**config.mk**
```make
export PLATFORM = sky130hd
export DESIGN_NAME = accum_s1_ctrl
export DESIGN_NICKNAME = d
export VERILOG_FILES = /design/src/rtl/accum_s1_ctrl.sv
export SDC_FILE = /design/constraint.sdc
export NUM_CORES = 1
export LEC_CHECK = 0
export BUFFER_PORTS_ARGS = -buffer_cell sky130_fd_sc_hd__buf_4
export CAP_MARGIN = 25
export CORE_UTILIZATION = 30
export DETAILED_ROUTE_END_ITERATION = 16
export GPL_TIMING_DRIVEN = 0
export PLACE_DENSITY = 0.56
export RECOVER_POWER = 100
export SETUP_SLACK_MARGIN = 0.02
export SYNTH_ARGS = -nofsm -noshare
export SYNTH_HDL_FRONTEND = slang
export SYNTH_SLANG_ARGS = --single-unit
```
**constraint.sdc**
```tcl
create_clock -name i_clk -period 5.1 [get_ports i_clk]
set_input_delay 0.51 -clock i_clk [delete_from_list [all_inputs] [get_ports i_clk]]
set_output_delay 0.51 -clock i_clk [all_outputs]
set_load 0.01 [all_outputs]
```
**src/rtl/accum_s1_ctrl.sv**
```systemverilog
// Strategy-1 accumulator sequencer: walks every output block of every K-tile,
// reloading the stored partial sum and writing back the accumulated result.
module accum_s1_ctrl #(
    parameter int unsigned ADDR_W = 8,
    parameter int unsigned TILE_W = 8
) (
    input  logic              i_clk,
    input  logic              i_rst_n,
    input  logic              i_start,
    input  logic [TILE_W-1:0] i_num_k_tiles,
    input  logic [ADDR_W-1:0] i_num_blocks,
    input  logic              i_result_valid,
    output logic              o_result_ready,
    output logic              o_psum_rd_en,
    output logic [ADDR_W-1:0] o_psum_rd_addr,
    output logic              o_psum_zero,
    output logic              o_accumulation,
    output logic              o_strategy_1_en,
    output logic              o_psum_wr_en,
    output logic [ADDR_W-1:0] o_psum_wr_addr,
    output logic              o_final,
    output logic              o_busy,
    output logic              o_done
);

    typedef enum logic [2:0] {
        S_IDLE,
        S_RD,
        S_LD,
        S_RES,
        S_WB,
        S_DONE
    } state_e;

    state_e            state_q, state_d;
    logic [ADDR_W-1:0] blk_q, blk_d;
    logic [TILE_W-1:0] kt_q, kt_d;
    logic [ADDR_W-1:0] num_blk_q, num_blk_d;
    logic [TILE_W-1:0] num_kt_q, num_kt_d;
    logic              last_blk;
    logic              last_kt;

    always_ff @(posedge i_clk or negedge i_rst_n) begin
        if (!i_rst_n) begin
            state_q   <= S_IDLE;
            blk_q     <= '0;
            kt_q      <= '0;
            num_blk_q <= '0;
            num_kt_q  <= '0;
        end else begin
            state_q   <= state_d;
            blk_q     <= blk_d;
            kt_q      <= kt_d;
            num_blk_q <= num_blk_d;
            num_kt_q  <= num_kt_d;
        end
    end

    // Counts are nonzero whenever these compares matter (zero counts skip to DONE).
    always_comb begin
        last_blk = (blk_q == (num_blk_q - ADDR_W'(1)));
        last_kt  = (kt_q == (num_kt_q - TILE_W'(1)));
    end

    always_comb begin
        state_d   = state_q;
        blk_d     = blk_q;
        kt_d      = kt_q;
        num_blk_d = num_blk_q;
        num_kt_d  = num_kt_q;
        unique case (state_q)
            S_IDLE: begin
                if (i_start) begin
                    num_blk_d = i_num_blocks;
                    num_kt_d  = i_num_k_tiles;
                    blk_d     = '0;
                    kt_d      = '0;
                    if ((i_num_blocks == '0) || (i_num_k_tiles == '0)) begin
                        state_d = S_DONE;
                    end else begin
                        state_d = S_RD;
                    end
                end
            end
            S_RD:  state_d = S_LD;
            S_LD:  state_d = S_RES;
            S_RES: begin
                if (i_result_valid) begin
                    state_d = S_WB;
                end
            end
            S_WB: begin
                if (last_blk) begin
                    blk_d = '0;
                    if (last_kt) begin
                        state_d = S_DONE;
                    end else begin
                        kt_d    = kt_q + TILE_W'(1);
                        state_d = S_RD;
                    end
                end else begin
                    blk_d   = blk_q + ADDR_W'(1);
                    state_d = S_RD;
                end
            end
            S_DONE:  state_d = S_IDLE;
            default: state_d = S_IDLE;
        endcase
    end

    always_comb begin
        o_result_ready  = 1'b0;
        o_psum_rd_en    = 1'b0;
        o_psum_rd_addr  = '0;
        o_psum_zero     = 1'b0;
        o_accumulation  = 1'b0;
        o_strategy_1_en = 1'b0;
        o_psum_wr_en    = 1'b0;
        o_psum_wr_addr  = '0;
        o_final         = 1'b0;
        o_busy          = (state_q != S_IDLE);
        o_done          = 1'b0;
        unique case (state_q)
            S_RD: begin
                o_psum_rd_en   = 1'b1;
                o_psum_rd_addr = blk_q;
            end
            S_LD: begin
                o_accumulation = 1'b1;
                o_psum_zero    = (kt_q == '0);
            end
            S_RES: begin
                o_result_ready  = 1'b1;
                o_strategy_1_en = i_result_valid;
            end
            S_WB: begin
                o_psum_wr_en   = 1'b1;
                o_psum_wr_addr = blk_q;
                o_final        = last_kt;
            end
            S_DONE:  o_done = 1'b1;
            default: ;
        endcase
    end

endmodule

```
==> key figures <==
Status
  – Outcome: finished with violations
  – Violated checks: capacitance limit, slew limit

CTS
  – Post-cts resize count: 0
  – CTS max path bufs: 2
  – H-tree depth: 2
  – CTS tree: built
  – Root buf cell: clkbuf_8
  – Total CTS buffers: 5
  – CTS Sinks: 35
  – Clk slew on worst S/H paths: 0.07 ns
  – Post-CTS Setup Inserts: 0
  – Hold_buf cts: 0
  – Later-pin clock latency in the skew report: 0.29 ns

Setup path
  – Worst Path Buf+Inv: 3
  – R2R cell count: 11
  – CP most frequent cell: inv_1
  – Worst Setup Start Kind: flip-flop
  – CP Capture Type: output port
  – CP Max Fanout: 7
  – Arr. time, crit path: 2.24 ns
  – RR Startpoint: num_blk_q[0]$_DFFE_PN0P_
  – Crit Path Class: flip-flop to output port
  – Top cell family by delay on the critical path: compound AO/OA/AOI/OAI gates
  – Required time of the critical path: 4.59 ns
  – FF-to-FF End: blk_q[2]$_DFFE_PN0P_
  – Stages on worst setup path: 8
  – Reg2Reg Setup Slack: 2.47 ns
  – Critical-path cell list: inv_1 -> ha_1 -> nand2b_1 -> o211a_1 -> o31a_1 -> a211o_1 -> inv_1 -> clkbuf_1
  – Crit path launch: num_kt_q[0]$_DFFE_PN0P_
  – Crit path largest cell delay: 0.44 ns
  – Crit path to: o_final
  – Slowest cell on crit path: dfrtp_1

STA
  – Normalized max-slew margin: -0.327
  – Period Utilization, post-route: 0.540
  – Unrepaired setup endpoints after global routing: no
  – Final hold vios: 0
  – Final setup viols: 0
  – Setup tns final: 0 ns
  – Worst setup margin: 2.35 ns
  – Fin crit period: 2.75 ns
  – Slew @ Worst Pin: 1.99 ns
  – Fmax achieved: 363 MHz
  – Clock skew: 0.00264 ns
  – Slew Limit Fails: 36

Final layout
  – Final Cell Area: 0.00287 mm2
  – Final #Nets: 362
  – Layout cells sized above 1: 0.154
  – Area grow syn2layout: 21.4%
  – Final core occ: 0.374
  – Antenna diodes: 0

Global route
  – Global-route wire length before repair: 10.3 mm
  – Pin count of the biggest net entering global routing: 36
  – Initial antenna violation count: 0
  – Aggregate global-route resource usage: 0.156
  – Grt ovf: 0
  – Vias in the first global route: 2086

Power and ir drop
  – Peak supply drop: 0.207 mV
  – P_leak: 1.30 nW
  – PwrDens: 484 mW/mm2

Floorplanning
  – # IOs: 45
  – Area of the die: 0.00824 mm2
  – Std-Cell Rows: 32
  – Die width: 90.8 um
  – Chip height: 90.8 um
  – Initial core utilization: 0.308
  – Core Region: 0.00769 mm2

Logic synthesis
  – Synth area leaders: dfrtp_1 (37%), nand2_1 (8.3%), and2_1 (5.0%)
  – Netlist cell types: 49
  – Fraction of registers with async set/reset: 1.00
  – Synth top area share: 0.370
  – YS warnings: 0
  – Sequential area share after synthesis: 0.370
  – Area leader, netlist: dfrtp_1
  – Synthesized flop and latch total: 35
  – Ys flop type: dfrtp_1
  – Post-synth EDFFs: 0
  – Commonest cells post-synth: nand2_1 (52), dfrtp_1 (35), and2_1 (19), a21oi_1 (14), o21ai_0 (14)
  – Syn_nets: 311
  – Cells after Synth: 286
  – Post-Syn Area: 0.00236 mm2
  – Most frequent cell after synthesis: nand2_1
  – Post-Syn Area per Cell: 8.27 um2

Place
  – HPWL Detailed: 4.41 mm
  – Post-DP Area: 0.00282 mm2
  – Worst slack, placed: 2.65 ns
  – IO buf count: 44
  – GP Congestion: 0.759

Detailed routing
  – DRC: 0
  – Iter 0 DRT Violations: 124
  – Final ANT Viol Nets: 0
  – Total wire length: 5.95 mm
  – Mean number of vias per cell: 4.98
  – DR pass1 iterations: 4
  – Via count: 2191
  – Wire per inst: 13.5 um

Min path
  – Hold Path Origin: i_num_blocks[7]
  – Hold Crit Class: input pin to flip-flop

Job
  – Max-Cap Viols: 1
## metrics by stage
step | power, mW | hold slack, ns | cells
after global routing | 1.52 | 0.400 | 440
final | 1.39 | 0.414 | 440
after floorplan | 0.978 | 0.214 | 286
after global placement | 1.18 | 0.502 | 432
after CTS | 1.43 | 0.189 | 440
after detailed placement | 1.19 | 0.504 | 432
## where the power goes
group | leakage [nW] | internal, mW | switching, mW | total, mW
Combinational | 0.794 | 0.284 | 0.378 | 0.662
Sequential | 0.457 | 0.368 | 0.129 | 0.497
Clock | 0.0515 | 0.123 | 0.107 | 0.230
## worst min path at each step
stage,end,cells after the start
floorplan,blk_q[0]$_DFFE_PN0P_,0
global placement,num_blk_q[7]$_DFFE_PN0P_,1
detailed placement,num_kt_q[7]$_DFFE_PN0P_,2
CTS,num_blk_q[7]$_DFFE_PN0P_,1
global route,num_blk_q[6]$_DFFE_PN0P_,3
finish,num_blk_q[7]$_DFFE_PN0P_,3
## cell families after synthesis
family / Yosys count / synth area share
flip-flops: 35 / 0.370
AND/OR/NAND/NOR: 134 / 0.296
adder cells (fa/ha/maj): 5 / 0.0265
multiplexers: 2 / 0.00899
AO/OA/AOI/OAI: 59 / 0.162
XOR/XNOR: 21 / 0.0778
buffers and inverters: 30 / 0.0582
## layer usage
layer / part of all wire / wire [um] / global-route usage
met5: 0 / 0 / 0
met2: 0.50 / 2950 / 0.273
met1: 0.46 / 2730 / 0.195
met4: 0.012 / 70 / 0.0437
met3: 0.032 / 190 / 0.0286
## state kept, by name (all words and copies together) (netlist names)
| name | cells |
|---|---|
| kt_q | 8 |
| num_blk_q | 8 |
| state_q | 3 |
| blk_q | 8 |
| num_kt_q | 8 |
## layout make-up
class	count	area [um2]
Fill cell	849	4820
Multi-Input combinational cell	221	1350
Sequential cell	35	876
Timing Repair Buffer	44	297
Tap cell	102	128
Clock buffer	8	100
Buffer	17	76.3
Inverter	13	48.8
## layout by cell type, fill, tap and decap left out, types with 8 or more instances in the layout
cell type   n
nor3_1      8
and2_0     18
xnor2_1    11
dfrtp_1    35
a21oi_1    14
inv_1      13
xor2_1     10
nand2_1    52
clkbuf_1   22
nor2_1     10
buf_4      35
o21ai_0    14
nand3_1     8
## worst reg2reg max path: cells and delay by family (launching register included)
family / cells / cell delay (ns)
compound gates: 5 / 0.86
buf+inv: 3 / 0.79
fa+ha+maj: 1 / 0.14
simple gates: 1 / 0.16
xor+xnor: 1 / 0.17
flops: 1 / 0.44
No activity file was read; power rests on OpenSTA's default activity.
